===== config.mk =====
export PLATFORM = sky130hd
export DESIGN_NAME = itcm_load_responder
export DESIGN_NICKNAME = d
export VERILOG_FILES = /design/src/rtl/itcm_load_responder.sv
export SDC_FILE = /design/constraint.sdc
export NUM_CORES = 1
export LEC_CHECK = 0
export ABC_CLOCK_PERIOD_IN_PS = 1900
export CORE_ASPECT_RATIO = 0.7
export CORE_MARGIN = 2
export CORE_UTILIZATION = 30
export CTS_CLUSTER_DIAMETER = 50
export DETAILED_ROUTE_END_ITERATION = 12
export MAX_ROUTING_LAYER = met4
export SLEW_MARGIN = 10
export SYNTH_ARGS = -nofsm -noshare
export SYNTH_HDL_FRONTEND = slang
export SYNTH_SLANG_ARGS = --single-unit

===== constraint.sdc =====
create_clock -name clk -period 1.9 [get_ports clk]
set_input_delay 0.19 -clock clk [delete_from_list [all_inputs] [get_ports clk]]
set_output_delay 0.19 -clock clk [all_outputs]
set_load 0.02 [all_outputs]

===== src/rtl/itcm_load_responder.sv =====
// Single-outstanding ITCM auto-load responder: accepts a word address, fetches it from backing memory, returns it.
// Optional feature: define ITCM_LOAD_CHKSUM_EN to enable the rotate-and-add running checksum on load_checksum.
`ifndef ADDR_WIDTH
`define ADDR_WIDTH 32
`endif
`ifndef DATA_WIDTH
`define DATA_WIDTH 32
`endif

module itcm_load_responder (
    input  logic                   clk,
    input  logic                   rstn,
    input  logic                   itcm_auto_load,
    input  logic [`ADDR_WIDTH-1:0] itcm_auto_load_addr,
    output logic                   IAXI_ready,
    output logic [`DATA_WIDTH-1:0] IAXI_read_data,
    output logic                   IAXI_read_data_valid,
    output logic                   mem_req,
    output logic [`ADDR_WIDTH-1:0] mem_addr,
    input  logic                   mem_ack,
    input  logic [`DATA_WIDTH-1:0] mem_rdata,
    output logic [15:0]            words_served,
    output logic [`DATA_WIDTH-1:0] load_checksum
);

    typedef enum logic [1:0] {
        IDLE,
        ACCEPT,
        FETCH,
        RESP
    } state_t;

    localparam logic [`ADDR_WIDTH-1:0] WORD_MASK = ~(`ADDR_WIDTH'(3));

    state_t                 state_q, state_d;
    logic                   ready_q, ready_d;
    logic                   valid_q, valid_d;
    logic                   req_q, req_d;
    logic [`ADDR_WIDTH-1:0] mem_addr_q, mem_addr_d;
    logic [`ADDR_WIDTH-1:0] addr_q, addr_d;
    logic [`DATA_WIDTH-1:0] data_q, data_d;
    logic [15:0]            words_q, words_d;
    logic                   load_q, load_d;
    logic                   load_rise;

    assign load_rise = itcm_auto_load & ~load_q;

    always_comb begin
        state_d    = state_q;
        ready_d    = 1'b0;
        valid_d    = 1'b0;
        req_d      = req_q;
        mem_addr_d = mem_addr_q;
        addr_d     = addr_q;
        data_d     = data_q;
        load_d     = itcm_auto_load;

        case (state_q)
            IDLE: begin
                if (itcm_auto_load) begin
                    addr_d  = itcm_auto_load_addr & WORD_MASK;
                    ready_d = 1'b1;
                    state_d = ACCEPT;
                end
            end
            ACCEPT: begin
                req_d      = 1'b1;
                mem_addr_d = addr_q;
                state_d    = FETCH;
            end
            FETCH: begin
                // Only FETCH listens to mem_ack; stray acks elsewhere fall through.
                if (mem_ack) begin
                    data_d  = mem_rdata;
                    req_d   = 1'b0;
                    valid_d = 1'b1;
                    state_d = RESP;
                end
            end
            RESP: begin
                state_d = IDLE;
            end
            default: begin
                req_d   = 1'b0;
                state_d = IDLE;
            end
        endcase

        words_d = words_q;
        if (load_rise) begin
            words_d = 16'd0;
        end else if (state_q == RESP) begin
            words_d = words_q + 16'd1;
        end
    end

    always_ff @(posedge clk or negedge rstn) begin
        if (!rstn) begin
            state_q    <= IDLE;
            ready_q    <= 1'b0;
            valid_q    <= 1'b0;
            req_q      <= 1'b0;
            mem_addr_q <= '0;
            addr_q     <= '0;
            data_q     <= '0;
            words_q    <= '0;
            load_q     <= 1'b0;
        end else begin
            state_q    <= state_d;
            ready_q    <= ready_d;
            valid_q    <= valid_d;
            req_q      <= req_d;
            mem_addr_q <= mem_addr_d;
            addr_q     <= addr_d;
            data_q     <= data_d;
            words_q    <= words_d;
            load_q     <= load_d;
        end
    end

`ifdef ITCM_LOAD_CHKSUM_EN
    logic [`DATA_WIDTH-1:0] chk_q, chk_d;

    always_comb begin
        chk_d = chk_q;
        if (load_rise) begin
            chk_d = '0;
        end else if (state_q == RESP) begin
            chk_d = {chk_q[`DATA_WIDTH-2:0], chk_q[`DATA_WIDTH-1]} + data_q;
        end
    end

    always_ff @(posedge clk or negedge rstn) begin
        if (!rstn) begin
            chk_q <= '0;
        end else begin
            chk_q <= chk_d;
        end
    end

    assign load_checksum = chk_q;
`else
    assign load_checksum = '0;
`endif

    assign IAXI_ready           = ready_q;
    assign IAXI_read_data_valid = valid_q;
    assign IAXI_read_data       = data_q;
    assign mem_req              = req_q;
    assign mem_addr             = mem_addr_q;
    assign words_served         = words_q;

endmodule


==> results.py <==
metrics = {
    "sta": {
        "fin_crit_sh_pct": 92.4,
        "setup_viol": 0,
        "rsz0062_at_grt": "no",
        "fmax_mhz": 569,
        "fin_setup_tns_ns": 0,
        "fin_crit_ns": 1.76,
        "skew_ns": 0.0111,
        "timing_hold_violations_final": 0,
        "slew_violations": 0,
    },
    "synth": {
        "ys_types": 34,
        "ys_warn_count": 0,
        "syn_area_per_cell_um2": 14.3,
        "synth_top_area_cell": "dfrtp_1",
        "synth_area_leaders": "dfrtp_1 60%, mux2_2 21%, buf_4 5.4%",
        "synth-async-reset-ratio_pct": 100,
        "synthFlopType": "dfrtp_1",
        "netlist_instances": 331,
        "synth.cell_area_mm2": 0.00472,
        "ys_ff_latch": 114,
        "synth_edf_count": 0,
        "synth_top_area_share_pct": 60.4,
        "yosysSeqAreaShare_pct": 60.4,
    },
    "critical_path": {
        "reg2reg_slack_ns": 0.30,
        "reg2reg_depth": 5,
        "timing.critical_path.arrival_ns": 1.57,
        "cp_data_required_time_ns": 1.71,
        "cp-endpoint": "words_served[7]",
        "reg2reg_to": "IAXI_read_data[4]",
        "critPathKind": "flip-flop to output port",
        "r2r_start": "state_q[0]",
        "startpoint": "words_served[7]",
        "crit_family": "buffers and inverters",
        "crit_path_end_kind": "output port",
        "cp_max_fo": 6,
        "worstPathCellList": "clkdlybuf4s50_1",
        "cp_num_buf_inv": 1,
        "critPathSlowestCell": "clkdlybuf4s50_1",
        "max_stage_delay_ns": 0.67,
        "crit_cells": 1,
        "startpoint_type": "flip-flop",
    },
    "finish": {
        "antenna_cells": 0,
        "drive_gt1_share_pct": 25.5,
        "nets": 567,
        "final_util_pct": 45.1,
        "area_growth_pct": 47.8,
    },
    "pwr": {
        "power.density_mw_per_mm2": 1710,
        "peakVddDrop_uv": 645,
        "leakagePower_uw": 0.00301,
    },
    "cts": {
        "cts_tree": "yes",
        "htreeDepth": 4,
        "numCtsBuffers": 17,
        "clk-insertion-delay-late_ns": 0.40,
        "cts_sinks": 114,
        "root_buffer": "clkbuf_16",
        "clockBufferDepth": 2,
        "clk_pin_slew_worst_paths_ns": 0.05,
    },
    "status": {
        "status": "completed",
    },
    "route": {
        "wire_per_inst_um": 14.0,
        "first_pass_iters": 4,
        "wl_met2_mm": 4.38,
        "drc": 0,
        "vias_per_cell": 4.26,
        "drt_wl_total_mm": 9.88,
        "num_vias": 3008,
        "routed.top_layer": "met4",
        "drtIter0Drc": 88,
        "drtAntennaViolNets": 0,
        "wl_met3_um": 891,
        "met1Wirelength_mm": 4.54,
    },
    "global_route": {
        "grt-ovfl-total": 0,
        "grt_pass1_vias": 3182,
        "grt_usage_pct": 13.0,
        "grt_pass1_wl_mm": 16.3,
        "grt_max_degree": 52,
        "antenna_found_initial": 0,
    },
    "place": {
        "hpwl_mm": 6.93,
        "portBuffers": 146,
        "place.gp.congestion": 0.736,
    },
    "die": {
        "start_util_pct": 30.6,
        "ioPinCount": 183,
        "die_area_mm2": 0.0168,
        "die_h_um": 109,
        "rows": 38,
        "core_area_mm2": 0.0155,
        "die_w_um": 154,
    },
    "flow_run": {
        "cap_viol_max_count": 0,
    },
    "hold_path": {
        "min_path_type": "input port to asynchronous set/reset pin",
    },
}
-- registers in the layout, indices dropped and copies added, names as in the netlist --
name,count
IAXI_read_data_valid,1
words_served,16
state_q,2
IAXI_read_data,32
IAXI_ready,1
mem_addr,30
mem_req,1
load_q,1
addr_q,30
-- how the worst min path moves through the flow --
stage               depth (start not counted)  startpoint           endpoint  slack (ns)
floorplan                                   0        rstn  IAXI_read_data[0]       -0.11
global placement                            1        rstn        mem_addr[8]        0.14
detailed placement                          1        rstn       mem_addr[11]        0.16
CTS                                         2        rstn         addr_q[11]        0.25
global route                                2        rstn        mem_addr[6]        0.28
finish                                      2        rstn         addr_q[11]        0.26
-- routing by layer --
layer  global-route usage (%)  vias to the layer above
li1                         -                     1407
met1                     16.2                     1473
met2                     18.5                      121
met3                     6.56                        7
met4                     4.21                        0
met5                        -                        -
-- metrics by stage --
step                instances  hold slack (ns)  total power (uW)  cell area [um^2]  setup WS (ns)
floorplan                 364           -0.106              6750              4840          0.336
global placement          673            0.144              8740              6370          0.314
detailed placement        673            0.156              8870              6370          0.289
CTS                       706            0.254             12200              6980          0.124
global route              706            0.279             12700              6980         0.0939
finish                    706            0.256             12000              6980          0.144
-- cells by family after synthesis --
| group | Yosys count | share of synthesized area [%] |
|---|---|---|
| flip-flops | 114 | 60.4 |
| multiplexers | 93 | 22.2 |
| buffers and inverters | 51 | 7.08 |
| AND/OR/NAND/NOR | 44 | 5.25 |
| AO/OA/AOI/OAI | 12 | 1.56 |
| XOR/XNOR | 10 | 1.86 |
| adder cells (fa/ha/maj) | 6 | 1.59 |
| other | 1 | 0.0794 |
-- placed cells by master, fill, tap and decap left out, types with 9 or more instances in the layout --
master           synthesis  layout
nand2_1                  9       9
clkdlybuf4s50_1          0     145
conb_1                   1      34
xor2_1                   9       9
mux2_2                  86      86
dfrtp_1                114     114
nor2_1                  12      12
clkbuf_16                0      17
-- area by class of cell --
class	instances	area (um^2)
Clock inverter	10	133
Inverter	5	18.8
Tap cell	200	250
Timing Repair Buffer	156	1600
Multi-Input combinational cell	199	1660
Fill cell	1390	8480
Clock buffer	22	464
Sequential cell	114	2850
-- Yosys cell counts, types with 4 or more instances --
cell type	n
dfrtp_1	114
mux2_2	86
buf_4	34
nor2_1	12
nand2_1	9
xor2_1	9
buf_2	6
ha_1	6
mux2_1	6
nand4_1	6
inv_1	5
a21oi_1	4
-- what timing repair did --
action                     4_1_cts  5_1_grt
setup buffers                    0        0
gates resized for setup          0        0
hold buffers                     1        0
setup endpoints to repair        0        0
hold endpoints to repair        28        0
-- power by group --
part           switching [uW]  internal [uW]  leakage, uW
sequential                531           3530      0.00138
clock                    1070           2120     0.000286
combinational            2110           2600      0.00134
total                    3710           8250      0.00301
(Power assumes the default switching activity.)
